[src/rtl/invalidate_collector.sv]
// invalidate_collector: sequences one L2 coherence invalidation across NUM_CACHE L1 caches.
//   l2_inv_valid/ready/addr     : request from L2, accepted only in IDLE
//   invalidate_req/addr         : broadcast to all L1s while collecting acks
//   invalidate_resp/dirty/wdata : per-cache ack pulse, dirty flag and line data
//   done_*                      : completion record, held until done_ready
module invalidate_collector #(
    parameter int NUM_CACHE = 2,
    parameter int XLEN      = 32,
    parameter int LINE_W    = 256,
    parameter int TIMEOUT   = 64
) (
    input  logic                        clk,
    input  logic                        rst,
    input  logic                        l2_inv_valid,
    output logic                        l2_inv_ready,
    input  logic [XLEN-1:0]             l2_inv_addr,
    output logic                        invalidate_req,
    output logic [XLEN-1:0]             invalidate_addr,
    input  logic [NUM_CACHE-1:0]        invalidate_resp,
    input  logic [NUM_CACHE-1:0]        invalidate_dirty,
    input  logic [NUM_CACHE*LINE_W-1:0] invalidate_wdata,
    output logic                        done_valid,
    input  logic                        done_ready,
    output logic                        done_dirty,
    output logic [LINE_W-1:0]           done_wdata,
    output logic                        done_timeout,
    output logic                        done_multi_dirty
);
    localparam int TW = $clog2(TIMEOUT);

    typedef enum logic [1:0] {IDLE, COLLECT, DONE} state_t;

    state_t                state_q, state_d;
    logic [XLEN-1:0]       addr_q, addr_d;
    logic [NUM_CACHE-1:0]  pend_q, pend_d;
    logic [TW-1:0]         timer_q, timer_d;
    logic                  dirty_q, dirty_d, multi_q, multi_d, tout_q, tout_d;
    logic [LINE_W-1:0]     wdata_q, wdata_d, wsel;
    logic [NUM_CACHE-1:0]  acc, dacc;

    always_comb begin
        acc  = invalidate_resp & pend_q;
        dacc = acc & invalidate_dirty;
        // descending scan so the lowest dirty index wins
        wsel = '0;
        for (int i = NUM_CACHE - 1; i >= 0; i--)
            if (dacc[i]) wsel = invalidate_wdata[i*LINE_W +: LINE_W];
        state_d = state_q;
        addr_d  = addr_q;
        pend_d  = pend_q;
        timer_d = timer_q;
        dirty_d = dirty_q;
        multi_d = multi_q;
        tout_d  = tout_q;
        wdata_d = wdata_q;
        case (state_q)
            IDLE: if (l2_inv_valid) begin
                state_d = COLLECT;
                addr_d  = l2_inv_addr;
                pend_d  = '1;
                timer_d = '0;
                dirty_d = 1'b0;
                multi_d = 1'b0;
                tout_d  = 1'b0;
                wdata_d = '0;
            end
            COLLECT: begin
                pend_d  = pend_q & ~acc;
                timer_d = timer_q + TW'(1);
                if (dacc != '0) begin
                    dirty_d = 1'b1;
                    wdata_d = dirty_q ? wdata_q : wsel;
                    // a prior capture, or two dirty bits at once, is a protocol error
                    multi_d = multi_q | dirty_q | ((dacc & (dacc - NUM_CACHE'(1))) != '0);
                end
                if (pend_d == '0)
                    state_d = DONE;
                else if (timer_q == TW'(TIMEOUT - 1)) begin
                    state_d = DONE;
                    tout_d  = 1'b1;
                end
            end
            DONE: if (done_ready) state_d = IDLE;
            default: state_d = IDLE;
        endcase
    end

    always_ff @(posedge clk or negedge rst) begin
        if (!rst) begin
            state_q <= IDLE;
            addr_q  <= '0;
            pend_q  <= '0;
            timer_q <= '0;
            dirty_q <= 1'b0;
            multi_q <= 1'b0;
            tout_q  <= 1'b0;
            wdata_q <= '0;
        end else begin
            state_q <= state_d;
            addr_q  <= addr_d;
            pend_q  <= pend_d;
            timer_q <= timer_d;
            dirty_q <= dirty_d;
            multi_q <= multi_d;
            tout_q  <= tout_d;
            wdata_q <= wdata_d;
        end
    end

    assign l2_inv_ready     = state_q == IDLE;
    assign invalidate_req   = state_q == COLLECT;
    assign invalidate_addr  = addr_q;
    assign done_valid       = state_q == DONE;
    assign done_dirty       = done_valid & dirty_q;
    assign done_wdata       = done_valid ? wdata_q : '0;
    assign done_timeout     = done_valid & tout_q;
    assign done_multi_dirty = done_valid & multi_q;
endmodule

[config.mk]
export PLATFORM = sky130hd
export DESIGN_NAME = invalidate_collector
export DESIGN_NICKNAME = d
export VERILOG_FILES = /design/src/rtl/invalidate_collector.sv
export SDC_FILE = /design/constraint.sdc
export NUM_CORES = 1
export LEC_CHECK = 0
export CAP_MARGIN = 5
export CORE_AREA = 2 2 333 335
export CTS_BUF_LIST = sky130_fd_sc_hd__clkbuf_8
export DETAILED_ROUTE_END_ITERATION = 6
export DIE_AREA = 0 0 335 337
export GPL_TIMING_DRIVEN = 1
export RECOVER_POWER = 25
export SYNTH_ARGS = -nofsm -noshare
export SYNTH_HDL_FRONTEND = slang
export SYNTH_SLANG_ARGS = --single-unit
[constraint.sdc]
create_clock -name clk -period 5.1 [get_ports clk]
set_input_delay 1.02 -clock clk [delete_from_list [all_inputs] [get_ports clk]]
set_output_delay 1.02 -clock clk [all_outputs]
set_load 0.03 [all_outputs]
==> flow_metrics.env <==
export IMPL_grt_pass1_vias=16600
export IMPL_cts_resized=0
export IMPL_final_cell_mix="clkdlybuf4s50_1, dfrtp_1, and2_1"
export IMPL_place_ws_ps=1750
export IMPL_clkTransAtPathRegs_ps=60
export IMPL_core_mm2=0.110
export IMPL_worst_ep_required_time_ps=4080
export IMPL_async_flop_share=1.00
export IMPL_clock_fmax_mhz=256
export IMPL_crit_arrival_ps=2880
export IMPL_routed_via_count=17200
export IMPL_fp_dieW_um=335
export IMPL_firstDrtPassIters=5
export IMPL_finalWorstSetupSlack_ps=1200
export IMPL_grt_overflow_total=0
export IMPL_viasPerCell=4.13
export IMPL_drive_above_1_share=0.0931
export IMPL_synth_cell_types=30
export IMPL_drc=0
export IMPL_worst_pin_slew_ps=2460
export IMPL_cts_buffers=57
export IMPL_maxCapViolations=1
export IMPL_period_share=0.766
export IMPL_hold_path_class="reg -> reg"
export IMPL_multi_input_area_mm2=0.00836
export IMPL_synthesis_nets=2498
export IMPL_pin_count=846
export IMPL_crit_path_max_fanout=138
export IMPL_path_class="reg -> out"
export IMPL_slew_headroom=-0.642
export IMPL_area_growth_pct=65.5
export IMPL_final_core_util=0.254
export IMPL_endpoint_kind="primary output"
export IMPL_io_buffer_count=845
export IMPL_ys_seq_area_frac=0.447
export IMPL_vdd_ir_drop_worst_mv=0.227
export IMPL_drtIter0Drc=826
export IMPL_die_height_um=337
export IMPL_syn_avg_cell_area_um2=8.66
export IMPL_netlist_area_mm2=0.0168
export IMPL_cts_max_level=2
export IMPL_setup_viol=0
export IMPL_place_gp_congestion=0.873
export IMPL_die_area_mm2=0.113
export IMPL_synth_edff_count=0
export IMPL_synth_flop_cell="dfrtp_1"
export IMPL_report_final_slew_viol_count=85
export IMPL_synth_cells=1945
export IMPL_grt_use_total=0.124
export IMPL_finalPower_mw=9.50
export IMPL_violations="capacitance limit, slew limit"
export IMPL_fillCellCount=11900
export IMPL_fp_row_count=122
export IMPL_clockBufferDepth=3
export IMPL_wl_per_cell_um=17.9
export IMPL_ys_warn_count=0
export IMPL_whs_ps=472
export IMPL_final_setup_tns_ps=0
export IMPL_final_min_clock_period_ps=3900
export IMPL_initial_core_util=0.154
export IMPL_cts_tree="done"
export IMPL_start_kind="flop"
export IMPL_power_leakage_nw=11.7
export IMPL_seqCellArea_mm2=0.00753
export IMPL_nNetsFinal=3238
export IMPL_cts_setup_buffers=0
export IMPL_final_antenna_net_count=0
export IMPL_insertion_delay_ps=680
export IMPL_cts_root_buf="clkbuf_8"
export IMPL_antenna_found_initial=9
export IMPL_grt_pass1_wl_um=107000
export IMPL_final_common_cell="clkdlybuf4s50_1"
export IMPL_status="complete, but fails checks"
export IMPL_finalHoldViolations=0
export IMPL_hpwl_um=54200
export IMPL_ys_ff_latch=301
export IMPL_cts_sinks=301
export IMPL_routed_wl_um=74500
export IMPL_grt_max_degree=259
export IMPL_p_per_area_mw_per_mm2=341
export IMPL_rsz0062_at_grt="false"
export IMPL_finClkSkew_ps=28.5
export IMPL_cts_hold_buf=0
## metrics by stage
stage	area [um2]	cells
detailed placement	26700	4052
floorplan	16800	1945
global placement	26700	4052
CTS	27900	4155
global route	27900	4157
finish	27900	4160
## cell usage after synthesis (all sizes together), types with 2 or more instances
cell	number	area share
nand2	107	0.024
a22o	2	0.0010
dfrtp	301	0.45
a21oi	259	0.077
nand3	262	0.11
buf	58	0.025
and2	261	0.097
nand2b	5	0.0019
and3	259	0.096
o21ai	263	0.079
clkbuf	151	0.034
nor2	5	0.0011
## worst paths after layout
check / end / from / slack, ps / depth (start not counted)
worst min register to register: invalidate_addr[7] / invalidate_addr[7] / 470 / 2
worst min-delay path: invalidate_addr[7] / invalidate_addr[7] / 470 / 2
max in group asynchronous: wdata_q[40] / rst / 1860 / 2
worst max register to register: wdata_q[248] / state_q[0] / 2700 / 4
min in group asynchronous: wdata_q[35] / rst / 1110 / 1
worst max-delay path: done_wdata[184] / state_q[0] / 1200 / 4
## registers in the layout (all words and copies together) (netlist names)
| name | cells |
|---|---|
| invalidate_addr | 32 |
| dirty_q | 1 |
| tout_q | 1 |
| state_q | 2 |
| pend_q | 2 |
| wdata_q | 256 |
| timer_q | 6 |
| multi_q | 1 |
## critical path: stages (launching register included)
cell and delay, ps:
dfrtp_1 440, nor2b_4 200, buf_12 340, and2_1 210
clkdlybuf4s50_1 790
## final cells by class
cell class,count,share of cell area
well taps,1426,0.0640
clock buffers,75,0.0370
clock inverters,28,0.00633
repair buffers,890,0.322
inverters,1,0.000135
multi-input cells,1434,0.300
diodes,5,0.000449
flip-flops and latches,301,0.270
## cells by family after synthesis
| logic type | Yosys count | share of synthesized area |
|---|---|---|
| XOR/XNOR | 2 | 0.00104 |
| multiplexers | 1 | 0.000594 |
| buffers and inverters | 210 | 0.0590 |
| flip-flops | 301 | 0.447 |
| AO/OA/AOI/OAI | 527 | 0.159 |
| adder cells (fa/ha/maj) | 1 | 0.000743 |
| AND/OR/NAND/NOR | 903 | 0.332 |
## report_power, final
group / switching, mW / total [mW] / internal, mW
Combinational: 2.31 / 3.72 / 1.41
Sequential: 0.339 / 3.25 / 2.91
Clock: 1.12 / 2.53 / 1.41
Total: 3.77 / 9.50 / 5.73
## layer usage
layer,track usage,vias to the layer above,share of wire,routed length [um]
met5,0,-,0.00071,53
met4,0.0490,8,0.033,2500
met3,0.0378,129,0.082,6120
met2,0.205,669,0.48,35500
met1,0.150,8109,0.41,30400
li1,-,8251,-,-
Power figures use the tool's default switching activity.
